### src/rtl/prescaler_pkg.sv
// Shared constants and helpers for the prescaler bank.
package prescaler_pkg;

  localparam int unsigned N_CH_DEF  = 5;
  localparam int unsigned CNT_W_DEF = 32;
  localparam longint unsigned BOARD_HZ = 64'd50_000_000;

  // Width of a channel index; at least one bit even for a single channel.
  function automatic int unsigned ch_idx_w(input int unsigned n);
    return (n > 1) ? $clog2(n) : 1;
  endfunction

  // Period in clk cycles for a wanted tick rate; zero rate yields an off channel.
  function automatic logic [31:0] period_for_hz(input longint unsigned clk_hz,
                                                input longint unsigned hz);
    return (hz == 0) ? 32'd0 : 32'(clk_hz / hz);
  endfunction

  // Reset divisors for the 50 MHz board, ch0 at the LSB: 1kHz,100Hz,10Hz,1Hz,25kHz.
  localparam logic [N_CH_DEF*CNT_W_DEF-1:0] DIV_INIT_DEF = {
    period_for_hz(BOARD_HZ, 64'd25_000),
    period_for_hz(BOARD_HZ, 64'd1),
    period_for_hz(BOARD_HZ, 64'd10),
    period_for_hz(BOARD_HZ, 64'd100),
    period_for_hz(BOARD_HZ, 64'd1_000)
  };

endpackage

### src/rtl/prescaler_chan.sv
// One prescaler channel: counter, active/shadow divisor and registered tick/sq.
module prescaler_chan
  import prescaler_pkg::*;
#(
  parameter int unsigned      CNT_W   = CNT_W_DEF,
  parameter logic [CNT_W-1:0] DIV_RST = '0
) (
  input  logic             clk_in,
  input  logic             rst,
  input  logic             en,
  input  logic             sync,
  input  logic             wr,
  input  logic [CNT_W-1:0] wr_div,
  output logic             tick,
  output logic             sq,
  output logic             pend
);

  logic [CNT_W-1:0] cnt_q, cnt_d;
  logic [CNT_W-1:0] div_q, div_d;
  logic [CNT_W-1:0] half_q, half_d;
  logic [CNT_W-1:0] shadow_q, shadow_d;
  logic             pend_q, pend_d;
  logic             tick_q, tick_d;
  logic             sq_q, sq_d;
  logic             apply_c;
  logic [CNT_W-1:0] eff_div_c;

  // Next-state: sync restart, off channel, normal counting; then divisor apply and write capture.
  always_comb begin
    cnt_d     = cnt_q;
    div_d     = div_q;
    half_d    = half_q;
    shadow_d  = shadow_q;
    pend_d    = pend_q;
    tick_d    = 1'b0;
    sq_d      = sq_q;
    apply_c   = 1'b0;
    eff_div_c = pend_q ? shadow_q : div_q;

    if (sync) begin
      cnt_d   = '0;
      apply_c = pend_q;
      sq_d    = (eff_div_c >= CNT_W'(2));
    end else if (div_q == '0) begin
      cnt_d   = '0;
      sq_d    = 1'b0;
      apply_c = pend_q;
    end else if (en) begin
      if (cnt_q == div_q - CNT_W'(1)) begin
        cnt_d   = '0;
        tick_d  = 1'b1;
        apply_c = pend_q;
      end else begin
        cnt_d = cnt_q + CNT_W'(1);
      end
      sq_d = (div_q == CNT_W'(1)) || (cnt_q < half_q);
    end

    if (apply_c) begin
      div_d  = shadow_q;
      half_d = shadow_q >> 1;
      pend_d = 1'b0;
    end

    // A write in the wrap cycle lands after the apply, so it waits for the next wrap.
    if (wr) begin
      shadow_d = wr_div;
      pend_d   = 1'b1;
    end
  end

  // State registers with synchronous reset.
  always_ff @(posedge clk_in) begin
    if (rst) begin
      cnt_q    <= '0;
      div_q    <= DIV_RST;
      half_q   <= DIV_RST >> 1;
      shadow_q <= '0;
      pend_q   <= 1'b0;
      tick_q   <= 1'b0;
      sq_q     <= 1'b0;
    end else begin
      cnt_q    <= cnt_d;
      div_q    <= div_d;
      half_q   <= half_d;
      shadow_q <= shadow_d;
      pend_q   <= pend_d;
      tick_q   <= tick_d;
      sq_q     <= sq_d;
    end
  end

  assign tick = tick_q;
  assign sq   = sq_q;
  assign pend = pend_q;

endmodule

### src/rtl/prescaler_bank.sv
// N-channel programmable clock-enable generator with runtime divisor reload.
module prescaler_bank
  import prescaler_pkg::*;
#(
  parameter int unsigned               N_CH     = N_CH_DEF,
  parameter int unsigned               CNT_W    = CNT_W_DEF,
  parameter logic [N_CH*CNT_W-1:0]     DIV_INIT = DIV_INIT_DEF
) (
  input  logic                       clk_in,
  input  logic                       rst,
  input  logic                       en,
  input  logic                       sync,
  input  logic                       cfg_we,
  input  logic [ch_idx_w(N_CH)-1:0]  cfg_ch,
  input  logic [CNT_W-1:0]           cfg_div,
  output logic [N_CH-1:0]            tick,
  output logic [N_CH-1:0]            sq,
  output logic [N_CH-1:0]            cfg_pend
);

  logic [N_CH-1:0] wr_c;

  // Decode the config write into per-channel strobes; out-of-range indices hit nothing.
  always_comb begin
    wr_c = '0;
    for (int unsigned i = 0; i < N_CH; i++) begin
      wr_c[i] = cfg_we && (32'(cfg_ch) == i);
    end
  end

  for (genvar g = 0; g < N_CH; g++) begin : g_ch
    prescaler_chan #(
      .CNT_W   (CNT_W),
      .DIV_RST (DIV_INIT[g*CNT_W +: CNT_W])
    ) u_chan (
      .clk_in (clk_in),
      .rst    (rst),
      .en     (en),
      .sync   (sync),
      .wr     (wr_c[g]),
      .wr_div (cfg_div),
      .tick   (tick[g]),
      .sq     (sq[g]),
      .pend   (cfg_pend[g])
    );
  end

endmodule
### config.mk
export PLATFORM = sky130hd
export DESIGN_NAME = prescaler_bank
export DESIGN_NICKNAME = d
export VERILOG_FILES = /design/src/rtl/prescaler_pkg.sv /design/src/rtl/prescaler_chan.sv /design/src/rtl/prescaler_bank.sv
export SDC_FILE = /design/constraint.sdc
export NUM_CORES = 2
export LEC_CHECK = 0
export CAP_MARGIN = 5
export CORE_UTILIZATION = 52
export DETAILED_ROUTE_END_ITERATION = 12
export GPL_TIMING_DRIVEN = 0
export PLACE_DENSITY = 0.75
export SYNTH_ARGS = -nofsm -noshare
export SYNTH_HDL_FRONTEND = slang
export SYNTH_SLANG_ARGS = --single-unit
### constraint.sdc
create_clock -name clk_in -period 7.75 [get_ports clk_in]
set_input_delay 0.775 -clock clk_in [delete_from_list [all_inputs] [get_ports clk_in]]
set_output_delay 0.775 -clock clk_in [all_outputs]
set_load 0.05 [all_outputs]
# Yosys cells after proc, flatten, opt, wreduce, memory -nomap -nowiden
# Cells that the tools add are included.
[totals]
reg_bits = 650
input_bits = 40
output_inout_bits = 15
word_cells = 166
[classes]
addsub = 10
magnitude_cmp = 10
eq_ne = 14
muxes = 60
bitwise_logic = 1
reduce_logical = 36
[op_table]
columns = ["operator", "n"]
rows = [
  ["$mux 32", 10],
  ["$add 32x1->32 const B", 5],
  ["$eq 32x1->1 const B", 5],
  ["$eq 32x32->1", 5],
  ["$ge 32x2->1 const B", 5],
  ["$logic_not 32->1", 5],
  ["$lt 32x31->1", 5],
  ["$sub 32x1->32 const B", 5],
  ["$mux 1", 50],
  ["$reduce_or 4->1", 5],
  ["$reduce_bool 3->1", 5],
  ["$reduce_or 3->1", 5],
  ["$reduce_bool 2->1", 5],
  ["$eq 3x2->1 const B", 2],
  ["$logic_and 1x1->1", 5],
  ["$logic_or 1x1->1", 5],
  ["$eq 3x1->1 const B", 1],
  ["$eq 3x3->1 const B", 1],
  ["$logic_not 3->1", 1],
  ["$not 1->1", 1],
]

# Depth between registers and ports, before layout
[logic_depth]
depth_word = 8
ltp_mapped = 14

# By module
# From an unflattened synthesis, not the netlist that was laid out.
[hier_totals]
cells_unflattened = 3710
area_unflattened_um2 = 32024.5
[modules_own_cells]
columns = ["module", "instances", "cells_each", "area_each_um2", "seq_area_each_um2"]
rows = [
  ["prescaler_chan (g_ch[1].u_chan)", 1, 747, 6438.7, 1981.9],
  ["prescaler_chan (g_ch[0].u_chan)", 1, 735, 6421.2, 1981.9],
  ["prescaler_chan (g_ch[2].u_chan)", 1, 736, 6419.9, 1981.9],
  ["prescaler_chan (g_ch[3].u_chan)", 1, 751, 6366.1, 1981.9],
  ["prescaler_chan (g_ch[4].u_chan)", 1, 736, 6314.8, 1981.9],
  ["prescaler_bank", 1, 5, 63.8, 0.0],
]

# Worst setup path after synthesis
# OpenSTA, ideal clock, no wires.
[synth_path]
kind = "register to register"
startpoint = "register g_ch[2].u_chan.div_q[15]"
endpoint = "register g_ch[2].u_chan.cnt_q[0]"
setup_time_ns = 0.115
t_arrival_ns = 3.311
t_required_ns = 7.635
slack_ns = 4.324
stages_incl_launch_ff = 13
n_path_buf = 3
synth_period_minus_slack_ns = 3.426
path_cell_list = "dfxtp_1 clkbuf_1 nor4_1 and3_1 clkbuf_1 nand3_1 xnor2_1 or4b_1 or4_1 or4_4 nand2_2 buf_4 nor2_1"
[synth_between]
elab_chain_cells = 3
elab_cells_between_ends = 5
[synth_lines]
columns = ["element", "line", "text"]
rows = [
  ["start: declaration", "prescaler_chan.sv:20", "logic [CNT_W-1:0] div_q, div_d;"],
  ["start signal: assignment", "prescaler_chan.sv:85", "div_q <= div_d;"],
  ["$sub 32x1->32", "prescaler_chan.sv:50", "if (cnt_q == div_q - CNT_W'(1)) begin"],
  ["$eq 32x32->1", "prescaler_chan.sv:50", ""],
  ["$mux 32", "prescaler_chan.sv:50", ""],
  ["end signal: assignment", "prescaler_chan.sv:84", "cnt_q <= cnt_d;"],
  ["end: declaration", "prescaler_chan.sv:19", "logic [CNT_W-1:0] cnt_q, cnt_d;"],
]
# Parallel ways exist; a longest one is shown, timed or not.
# A chain may end at the register's enable or synchronous reset.

# Final worst setup path
[layout_path]
startpoint = "input port en"
endpoint = "register g_ch[4].u_chan.tick_q"
[layout_between]
elab_chain_cells = 2
[layout_lines]
columns = ["element", "line", "text"]
rows = [
  ["start: declaration", "prescaler_bank.sv:11", "input logic en,"],
  ["$not 1->1 (no line)", "-", ""],
  ["$reduce_or 4->1 (no line)", "-", ""],
  ["end signal: assignment", "prescaler_chan.sv:89", "tick_q <= tick_d;"],
  ["end: declaration", "prescaler_chan.sv:24", "logic tick_q, tick_d;"],
]
# No other way between the ends.

==> metrics.md <==
| Metric | Value |
|---|---|
| Status | `completed` |
| Post-synth cell types | `92` |
| DP HPWL | `63.79 mm` |
| Clock Tree Buf Depth | `3` |
| Number of global-route vias before repair | `about 25k` |
| Dpl ws | `2356 ps` |
| Hold path depth | `2` |
| RSZ-0062 raised after global routing | `false` |
| Post-synthesis simple-gate area fraction | `0.2725` |
| Max Slew Vio Count | `0` |
| Peak supply drop | `between 0.15 and 0.2 mV` |
| Final setup violation count | `0` |
| Crit path largest cell delay | `990 ps` |
| Final hold vios | `0` |
| Chip height | `240.3 um` |
| DIE AREA | `~58000 um^2` |
| GRT met1 Usage | `0.3965` |
| Worst Max-Slew Pin Slew | `1291 ps` |
| DRT Pass-1 Iters | `7` |
| ANT nets after route | `0` |
| Min cycle time layout | `4902 ps` |
| Syn avg cell area | `just under 8 um^2` |
| CTS resizes | `0` |
| TNS Setup | `0 ps` |
| Met3 Usage GRT | `0.03984` |
| Post-DP Area | `30980 um^2` |
| Layer with the highest usage | `met2` |
| Crit start category | `input port` |
| Met2 Resource Use GR | `0.4646` |
| XOR/XNOR Fraction of Synth Area | `0.1077` |
| Syn Inst Count | `between 3k and 4k` |
| Hold WC Path Type | `flop to flop` |
| Ys Warns | `0` |
| Sequential share of the synthesized area | `0.3357` |
| Number of synthesized flops with an enable pin | `0` |
| Cell taking the most area after synthesis | `dfxtp_1` |
| Pwr/cell area | `168.3 nW/um^2` |
| Ys async rst share | `0` |
| Buf/Inv on CP | `4` |
| Synth Area in Adders | `0.06993` |
| GR Overflow Total | `0` |
| Setup bufs post-CTS | `0` |
| Main combinational cell family by area after synthesis | `simple AND/OR/NAND/NOR gates` |
| Clk slew on worst S/H paths | `60 ps` |
| P&R area growth vs syn | `11.02%` |
| Max FO, Critical Path | `10` |
| Synth top area cells | `dfxtp_1 34%, nand2_1 7.7%, ha_1 7.0%` |
| Mux contribution to synthesized area | `0.04963` |
| Root Driver | `clkbuf_16` |
| Cts hold-fix bufs | `0` |
| Core Region | `~56000 um^2` |
| Crit path kind | `input port to flop` |
| CP required | `a little over 8000 ps` |
| First-pass GRT wire length | `134.1 mm` |
| Critical Path, Cell by Cell | `clkdlybuf4s50_1, buf_2, clkbuf_1, buf_1, nand2_1, nor3_1` |
| Final instance area | `32780 um^2` |
| Leakage | `~12 nW` |
| Netlist Area Pre-Place | `29520 um^2` |
| Initial antenna violation count | `3` |
| # clock sinks | `495` |
| H-tree depth | `2` |
| Layout Skew | `between 30 and 40 ps` |
| Slew headroom | `0.1391` |
| Initial DRC Count | `2169` |
| Vias | `26.91k` |
| Yosys top cell area share | `0.3357` |
| Final #Nets | `4049` |
| Crit path max-delay family | `buffers and inverters` |
| Post-placement cell count | `4536` |
| GRT Total Usage | `0.2916` |
| Number of placed I/O pins | `between 50 and 60` |
| Initial core utilization | `0.5307` |
| Hold WS | `461.9 ps` |
| Die X | `roughly 240 um` |
| Layout cells sized above 1 | `0.04604` |
| Crit path DAT | `5400 ps` |
| DRC | `0` |
| Maxcap violations | `0` |
| Wirelength, routed | `84.49 mm` |
| Gp weighted congestion | `0.9578` |
| Worst skew pair latency | `approximately 640 ps` |
| Post-synthesis compound-gate area fraction | `0.1098` |
| CP max-delay cell | `buf_1` |
| Top_reg_cell synth | `dfxtp_1` |
| Final setup margin | `2848 ps` |
| Rows | `86` |
| Vias/cell | `between 5 and 6` |
| Number of fill cells | `5045` |
| Num CTS Buffers | `54` |
| CP Capture Type | `flop` |
| Register bit total from synthesis | `495` |
| Final period utilization | `0.6325` |
| Largest net degree at the start of global routing | `16` |
| Worst R2R Path Depth | `13` |
| Average wire per standard cell | `between 15 and 20 um` |
| Fmax | `0.2040 GHz` |
| Syn Nets | `3941` |
| CTS tree | `yes` |
| Port Buffer Count | `52` |
| Post-route insts no fill | `4639` |
| Cell count along the critical path | `6` |
[synthesized netlist by cell type, types with 8 or more instances]
library cell and n:
nor3b_1 8, nand4b_1 13, nand2b_1 27, nand3_1 121, a211oi_1 13, a2111oi_0 15
xor2_1 188, or4_1 19, or2_2 10, dfxtp_1 495, o31ai_1 14, nand4_1 108
a21o_1 42, o21ai_0 59, nand2_1 605, clkbuf_1 138, ha_1 165, or3_1 22
o211ai_1 27, and3_1 52, nor3_1 93, xnor2_1 175, nor4b_1 12, a21oi_1 228
buf_4 21, nor2_1 392, and4_1 21, buf_2 24, nor4_1 88, mux2i_1 143
and2_1 14, inv_1 183, a31oi_1 28, nor2b_1 30
[registers in the layout, summed over array words and instances (netlist names)]
name / count
g_ch.u_chan.div_q: 160
g_ch.u_chan.cnt_q: 160
g_ch.u_chan.pend: 5
g_ch.u_chan.shadow_q: 160
g_ch.u_chan.sq: 5
g_ch.u_chan.tick: 5
[area by class of cell]
| cell class | instances | area [um^2] | area share |
|---|---|---|---|
| Antenna cell | 3 | 7.507 | 0.0002290 |
| Buffer | 196 | 927.1 | 0.02829 |
| Clock buffer | 74 | 1496 | 0.04565 |
| Clock inverter | 26 | 294.0 | 0.008970 |
| Inverter | 184 | 690.7 | 0.02107 |
| Multi-Input combinational cell | 2861 | 18000 | 0.5490 |
| Sequential cell | 495 | 9910 | 0.3023 |
| Tap cell | 748 | 935.9 | 0.02855 |
| Timing Repair Buffer | 52 | 520.5 | 0.01588 |
[final timing paths]
check / start / to / slack (ps)
max: en / g_ch[4].u_chan.tick$_SDFF_PP0_ / 2850
min: g_ch[4].u_chan.shadow_q[0]$_SDFFE_PP0P_ / g_ch[4].u_chan.shadow_q[0]$_SDFFE_PP0P_ / 460
max reg2reg: g_ch[3].u_chan.div_q[1]$_SDFFE_PP0P_ / g_ch[3].u_chan.cnt_q[15]$_SDFFE_PP0P_ / 3270
min reg2reg: g_ch[4].u_chan.shadow_q[0]$_SDFFE_PP0P_ / g_ch[4].u_chan.shadow_q[0]$_SDFFE_PP0P_ / 460
[worst reg2reg max path: cells and delay by family (launching register included)]
kind	cells	cell delay, ps
flops	1	350
simple gates	5	1260
compound gates	3	1540
buf+inv	4	950
fa+ha+maj	1	250
[cell families (layout without fill, tap and decap cells)]
logic type      count (synthesis)  count (layout)
simple gates                 1675            1675
compound gates                512             512
flops                         495             495
buf+inv                       380             532
xor+xnor                      363             363
fa+ha+maj                     165             165
mux                           146             146
other cells                     0               3
[report_power, final]
part	leakage, nW	internal [W]	switching (W)
Combinational	7.43	0.0000898	0.000207
Sequential	4.00	0.00257	0.0000303
Clock	0.870	0.00150	0.00112
Total	12.3	0.00416	0.00136
[layout by cell type, fill, tap and decap left out, types with 8 or more instances in the layout]
master and instances:
a2111oi_0 15, a211oi_1 13, a21o_1 42, a21oi_1 228
a31oi_1 28, and2_1 14, and3_1 52, and4_1 21
buf_2 24, buf_4 21, clkbuf_1 151, clkbuf_16 54
clkdlybuf4s50_1 52, clkinv_2 12, dfxtp_1 495, ha_1 165
inv_1 183, mux2i_1 143, nand2_1 605, nand2b_1 27
nand3_1 121, nand4_1 108, nand4b_1 13, nor2_1 392
nor2b_1 30, nor3_1 93, nor3b_1 8, nor4_1 88
nor4b_1 12, o211ai_1 27, o21ai_0 59, o31ai_1 14
or2_2 10, or3_1 22, or4_1 19, xnor2_1 175
xor2_1 188
[per-layer routing]
metal,vias up,share of wire
li1,13180,-
met1,12630,0.44
met2,927,0.44
met3,180,0.084
met4,0,0.040
met5,-,0
[metrics by stage]
step                power [W]  utilization
floorplan            0.002811            -
global placement     0.002941       0.5569
detailed placement   0.002944       0.5569
CTS                  0.005535       0.5891
global route         0.005679       0.5891
finish               0.005515       0.5892
Power figures use the tool's default switching activity.
